[src/rtl/ewb_pkg.sv]
// Shared types and helpers for the eviction write buffer.
package ewb_pkg;

  // Memory-side sequencer states.
  typedef enum logic [1:0] {
    ST_IDLE  = 2'd0,
    ST_FILL  = 2'd1,
    ST_DRAIN = 2'd2
  } mem_state_t;

  // Width of a head/tail pointer into a DEPTH-entry ring (DEPTH is a power of two).
  function automatic int ptr_w(input int depth);
    return (depth > 1) ? $clog2(depth) : 1;
  endfunction

endpackage

[src/rtl/ewb_match.sv]
// Youngest-first address matcher over the buffered entries.
// Scans from head towards tail so the last hit found is the youngest one.
module ewb_match
  import ewb_pkg::*;
#(
  parameter int DEPTH  = 4,
  parameter int ADDR_W = 12,
  localparam int PTR_W = ptr_w(DEPTH)
) (
  input  logic [ADDR_W-1:0]            req_adr,
  input  logic [DEPTH-1:0]             ent_vld,
  input  logic [DEPTH-1:0][ADDR_W-1:0] ent_adr,
  input  logic [PTR_W-1:0]             head,
  input  mem_state_t                   state,
  output logic                         hit,
  output logic [PTR_W-1:0]             index,
  output logic                         mergeable
);

  logic [PTR_W-1:0] idx;

  // Walk entries oldest to youngest; a later hit overrides an earlier one.
  always_comb begin
    hit   = 1'b0;
    index = head;
    idx   = head;
    for (int k = 0; k < DEPTH; k++) begin
      idx = head + PTR_W'(k);
      if (ent_vld[idx] && (ent_adr[idx] == req_adr)) begin
        hit   = 1'b1;
        index = idx;
      end
    end
    // The head being written to memory right now must not change under the transfer.
    mergeable = hit && !((index == head) && (state == ST_DRAIN));
  end

endmodule

[src/rtl/ewb_queue.sv]
// Eviction write buffer between L2 and memory: absorbs writebacks into a FIFO,
// serves matching reads from the buffer, coalesces repeat writebacks, and
// drains oldest-first whenever the memory port is free. Read misses bypass
// pending writebacks.
module ewb_queue
  import ewb_pkg::*;
#(
  parameter int DEPTH  = 4,
  parameter int ADDR_W = 12,
  parameter int DATA_W = 128
) (
  input  logic                    clk,
  input  logic                    rst_n,
  input  logic [ADDR_W-1:0]       l2_adr,
  input  logic [DATA_W-1:0]       l2_dat_m,
  input  logic                    l2_we,
  input  logic                    l2_stb,
  input  logic                    l2_cyc,
  output logic [DATA_W-1:0]       l2_dat_s,
  output logic                    l2_ack,
  output logic [ADDR_W-1:0]       mem_adr,
  output logic [DATA_W-1:0]       mem_dat_m,
  output logic                    mem_we,
  output logic                    mem_stb,
  output logic                    mem_cyc,
  output logic [DATA_W/8-1:0]     mem_sel,
  input  logic [DATA_W-1:0]       mem_dat_s,
  input  logic                    mem_ack,
  output logic [$clog2(DEPTH):0]  count,
  output logic                    full,
  output logic                    empty
);

  localparam int PTR_W = ptr_w(DEPTH);
  localparam int CNT_W = $clog2(DEPTH) + 1;

  typedef struct packed {
    logic              valid;
    logic [ADDR_W-1:0] addr;
    logic [DATA_W-1:0] data;
  } entry_t;

  entry_t                     ent [DEPTH];
  logic [PTR_W-1:0]           head, tail;
  mem_state_t                 state;
  logic                       miss_pend;
  logic [ADDR_W-1:0]          miss_adr;
  logic                       ack_p1;
  logic [DATA_W-1:0]          dat_p1;

  logic [DEPTH-1:0]             ent_vld;
  logic [DEPTH-1:0][ADDR_W-1:0] ent_adr;
  logic                         hit, mergeable;
  logic [PTR_W-1:0]             hit_idx;
  logic accept_ok, wr_merge, wr_push, rd_hit, rd_miss, retire, fill_done;

  // Flatten entry tags for the matcher.
  always_comb begin
    for (int i = 0; i < DEPTH; i++) begin
      ent_vld[i] = ent[i].valid;
      ent_adr[i] = ent[i].addr;
    end
  end

  ewb_match #(.DEPTH(DEPTH), .ADDR_W(ADDR_W)) u_match (
    .req_adr   (l2_adr),
    .ent_vld   (ent_vld),
    .ent_adr   (ent_adr),
    .head      (head),
    .state     (state),
    .hit       (hit),
    .index     (hit_idx),
    .mergeable (mergeable)
  );

  // A request is taken only when no ack is showing and no read miss is outstanding.
  assign accept_ok = l2_stb && l2_cyc && !ack_p1 && !miss_pend && (state != ST_FILL);
  assign wr_merge  = accept_ok &&  l2_we && mergeable;
  assign wr_push   = accept_ok &&  l2_we && !mergeable && !full;
  assign rd_hit    = accept_ok && !l2_we && hit;
  assign rd_miss   = accept_ok && !l2_we && !hit;
  assign retire    = (state == ST_DRAIN) && mem_ack;
  assign fill_done = (state == ST_FILL)  && mem_ack;

  assign full      = (count == CNT_W'(DEPTH));
  assign empty     = (count == '0);

  assign l2_ack    = ack_p1 | fill_done;
  assign l2_dat_s  = fill_done ? mem_dat_s : dat_p1;

  assign mem_stb   = (state != ST_IDLE);
  assign mem_cyc   = (state != ST_IDLE);
  assign mem_we    = (state == ST_DRAIN);
  assign mem_adr   = (state == ST_FILL) ? miss_adr : ent[head].addr;
  assign mem_dat_m = ent[head].data;
  assign mem_sel   = '1;

  // Memory sequencer: read misses take priority over draining.
  always_ff @(posedge clk or negedge rst_n) begin
    if (!rst_n) begin
      state <= ST_IDLE;
    end else begin
      case (state)
        ST_IDLE:  if (miss_pend) state <= ST_FILL;
                  else if (!empty) state <= ST_DRAIN;
        ST_FILL:  if (mem_ack) state <= ST_IDLE;
        ST_DRAIN: if (mem_ack) state <= ST_IDLE;
        default:  state <= ST_IDLE;
      endcase
    end
  end

  // FIFO storage, pointers and occupancy.
  always_ff @(posedge clk or negedge rst_n) begin
    if (!rst_n) begin
      head  <= '0;
      tail  <= '0;
      count <= '0;
      for (int i = 0; i < DEPTH; i++) ent[i] <= '0;
    end else begin
      if (retire) begin
        head <= head + 1'b1;
        ent[head].valid <= 1'b0;
      end
      if (wr_push) begin
        tail <= tail + 1'b1;
        ent[tail].valid <= 1'b1;
        ent[tail].addr  <= l2_adr;
        ent[tail].data  <= l2_dat_m;
      end
      if (wr_merge) ent[hit_idx].data <= l2_dat_m;
      case ({wr_push, retire})
        2'b10:   count <= count + 1'b1;
        2'b01:   count <= count - 1'b1;
        default: count <= count;
      endcase
    end
  end

  // L2 response registers and the pending read-miss latch.
  always_ff @(posedge clk or negedge rst_n) begin
    if (!rst_n) begin
      ack_p1    <= 1'b0;
      dat_p1    <= '0;
      miss_pend <= 1'b0;
      miss_adr  <= '0;
    end else begin
      ack_p1 <= wr_merge | wr_push | rd_hit;
      if (rd_hit)         dat_p1 <= ent[hit_idx].data;
      else if (fill_done) dat_p1 <= mem_dat_s;
      if (rd_miss) begin
        miss_pend <= 1'b1;
        miss_adr  <= l2_adr;
      end else if (fill_done) begin
        miss_pend <= 1'b0;
      end
    end
  end

endmodule

[config.mk]
export PLATFORM = sky130hd
export DESIGN_NAME = ewb_queue
export DESIGN_NICKNAME = d
export VERILOG_FILES = /design/src/rtl/ewb_pkg.sv /design/src/rtl/ewb_match.sv /design/src/rtl/ewb_queue.sv
export SDC_FILE = /design/constraint.sdc
export NUM_CORES = 1
export LEC_CHECK = 0
export BUFFER_PORTS_ARGS = -buffer_cell sky130_fd_sc_hd__buf_2
export CORE_ASPECT_RATIO = 1.2
export CORE_UTILIZATION = 62
export DETAILED_ROUTE_END_ITERATION = 8
export PLACE_DENSITY = 0.86
export SYNTH_ARGS = -nofsm -noshare
export SYNTH_HDL_FRONTEND = slang
export SYNTH_SLANG_ARGS = --single-unit
[constraint.sdc]
create_clock -name clk -period 10.4 [get_ports clk]
set_input_delay 2.6 -clock clk [delete_from_list [all_inputs] [get_ports clk]]
set_output_delay 2.6 -clock clk [all_outputs]
set_load 0.005 [all_outputs]
==> run_results.csv <==
group,metric,value,unit
sta,final_hold_viol_count,0,
hold_path,hold_path.class,"flip-flop to flip-flop",
yosys,synth_area,36900,µm²
final_layout,synthToLayoutAreaGrowth,14.8,%
place,routabilityCongestion,0.954,
yosys,ys_types,55,
global_routing,grt_max_degree,191,
worst_setup_path,cp_max_fo,96,
global_routing,grt-ovfl-total,0,
cts,htreeDepth,3,
place,dpl.hpwl,64.6,mm
pwr,ir_drop,0.193,mV
die,die_w,225,µm
sta,tns,0,ps
worst_setup_path,reg2reg_slack,2410,ps
final_layout,drive_above_1_share,35.1,%
yosys,synth_cells,2575,
pwr,leakage,19.9,nW
place,dpl.cell_count,3746,
yosys,ys_warn_count,0,
sta,rsz0062_at_grt,"no",
worst_setup_path,cp_top_family,"buffers and inverters",
flow_run,maxCapViolCount,0,
hold_path,holdCritStartpoint,"miss_adr[7]",
die,std_cell_rows,97,
sta,fmax,125,MHz
final_layout,fin_cells,3901,
worst_setup_path,critPathKind,"flip-flop to flip-flop",
place,portBuffers,550,
cts,clock_path_buffers,3,
yosys,ys_async_sr_fraction,100,%
worst_setup_path,start_kind,"flip-flop",
die,start_util,62.9,%
sta,tightest_slew,1160,ps
sta,clock_skew,26.7,ps
drt,drt-initial-drc-count,1911,
pwr,p_per_area,323,nW/µm²
drt,wire_per_inst,25.9,µm
final_layout,num-fill-cells,3750,
yosys,synth_compound_area_share,3.73,%
yosys,synth_mux_area_share,39.5,%
yosys,synth_xor_area_share,1.48,%
worst_setup_path,slowest_stage,"dfrtp_4",
worst_setup_path,critPathBufInv,4,
die,dieArea,60500,µm²
worst_setup_path,setup.worst_path.end_class,"flip-flop",
sta,finalSetupViolations,0,
cts,cts_tree,"done",
cts,clk_latency,630,ps
drt,routed_wl,101,mm
cts,path_clk_slew,60,ps
worst_setup_path,cp_slowest_stage_delay,1180,ps
worst_setup_path,r2r_start,"head[0]",
global_routing,track_usage,33.8,%
yosys,ys_ff_latch,715,
global_routing,grt_pass1_vias,27400,
drt,vias_per_cell,6.47,
cts,holdBufCountCts,0,
worst_setup_path,r2r_cells,14,
cts,cts-resized-gates,0,
hold_path,min_to,"miss_adr[7]",
yosys,synthAdderAreaFrac,0.461,%
drt,drc,0,
worst_setup_path,reg2reg_to,"ent[293]",
worst_setup_path,crit_chain,"inv_1, ha_1, buf_4, mux4_2, xnor2_1, nand3_1, nor2_1, nand2_1, a41oi_1, nand2_8, o31ai_4, buf_4, buf_4, mux2_1",
drt,ant_nets,0,
hold_path,hold_path_depth,1,
cts,cts-buffers-inserted,72,
yosys,synthSimpleGateAreaFrac,2.85,%
outcome,status,"completed",
sta,relSlewSlack,22.7,%
sta,finalCritPeriodShare,76.9,%
final_layout,nets,3315,
cts,post_cts_buffers,0,
sta,final_max_slew_viol_count,0,
worst_setup_path,required,10880,ps
yosys,synth.yosys.seq_area_share,48.5,%
worst_setup_path,cpMostUsedCell,"buf_4",
yosys,synth_top_family_by_area,"multiplexers",
drt,vias,25300,
die,io_pins,567,
yosys,synth_ff_type,"dfrtp_1",
cts,cts_sinks,715,
yosys,synth_area_per_cell,14.3,µm²
pwr,p_total,13.7,mW
yosys,synth_edf_count,0,
global_routing,grt_pass1_wl,158,mm
worst_setup_path,crit_arrival,8470,ps
drt,drtPass1Iterations,5,
die,fp.dieH,269,µm
sta,fin_crit,7990,ps
die,core-area,58600,µm²
cts,clock-root-buffer,"clkbuf_16",
global_routing,antenna_found_initial,33,
-- flip-flops by register name (all words and copies together) (netlist names), named ones only --
register   cells
ack_p1         1
count          3
dat_p1       128
ent          516
head           2
miss_adr      12
miss_pend      1
state          2
tail           2
-- synth_stat cells, drive strengths merged (2+ instances only) --
library cell / instances / share of area, %
and2: 7 / 0.12
dfrtp: 715 / 49
nor2: 140 / 1.4
nand2b: 8 / 0.14
nand3: 11 / 0.15
clkbuf: 74 / 0.75
or3: 3 / 0.051
a21oi: 2 / 0.027
a31oi: 3 / 0.051
a221oi: 128 / 3.0
a211oi: 3 / 0.061
xor2: 7 / 0.17
o22ai: 2 / 0.034
xnor2: 53 / 1.3
nand4: 11 / 0.19
a32oi: 4 / 0.095
o31ai: 2 / 0.092
a21boi: 4 / 0.10
mux4: 168 / 10
ha: 12 / 0.41
o21ai: 3 / 0.041
nor2b: 5 / 0.085
mux2i: 273 / 7.4
nor3: 5 / 0.081
inv: 15 / 0.15
nor4: 5 / 0.085
nand2: 35 / 0.36
buf: 145 / 2.6
nand3b: 2 / 0.041
mux2: 714 / 22
-- per-layer routing --
layer	vias up	part of all wire, %	GRT usage [%]
li1	10600	-	-
met1	13100	37	40.7
met2	1190	50	55.2
met3	340	7.7	7.57
met4	16	5.8	21.5
met5	-	0.089	0
-- final cells by class --
type                       instances  area (µm²)  share of cell area [%]
inverter                          15        56.3                   0.133
sequential                       715       17900                    42.3
timing repair buffer             583        3070                    7.26
multi-input combinational       1641       17900                    42.2
clock inverter                    26         297                   0.700
clock buffer                     104        2100                    4.97
tap                              792         991                    2.34
antenna                           25        62.6                   0.148
-- worst max-delay path by stage --
stage	startpoint	endpoint	slack, ps	cells past startpoint
after floorplan	mem_ack	l2_dat_s[0]	4110	4
after global placement	head[0]	ent[349]	2830	14
after detailed placement	head[0]	ent[343]	2570	14
after CTS	head[0]	ent[293]	2470	14
after global routing	head[0]	ent[360]	1980	14
final	head[0]	ent[293]	2410	14
-- kinds of logic after synthesis --
family	after synthesis
XOR/XNOR	60
flip-flops	715
multiplexers	1155
buffers and inverters	234
adder cells (fa/ha/maj)	13
other	1
AND/OR/NAND/NOR	238
AO/OA/AOI/OAI	159
-- power breakdown --
part / total (mW) / leakage (nW) / switching (mW) / internal (mW)
logic: 5.92 / 9.67 / 2.76 / 3.16
clock network: 2.63 / 1.19 / 1.11 / 1.52
registers: 5.14 / 9.08 / 1.06 / 4.09
total: 13.7 / 19.9 / 4.93 / 8.77
-- per-stage QoR --
stage / setup WS [ps] / area [µm²] / utilization [%] / hold slack [ps]
6_report: 2410 / 42300 / 72.2 / 506
5_1_grt: 1980 / 42300 / 72.2 / 524
4_1_cts: 2470 / 42300 / 72.1 / 508
3_5_place_dp: 2570 / 39900 / 68.0 / 494
3_3_place_gp: 2830 / 39900 / 68.0 / 484
2_1_floorplan: 4110 / 36900 / - / 475
-- cells in the final DEF (no fill, tap or decap), types with 33 or more instances in the layout --
cell type	count
dfrtp_1	713
buf_2	549
mux2_1	512
mux2i_1	273
mux2_2	202
mux4_2	168
nor2_1	140
a221oi_1	128
clkbuf_16	74
xnor2_1	52
nand2_1	33
(Power assumes the default switching activity.)
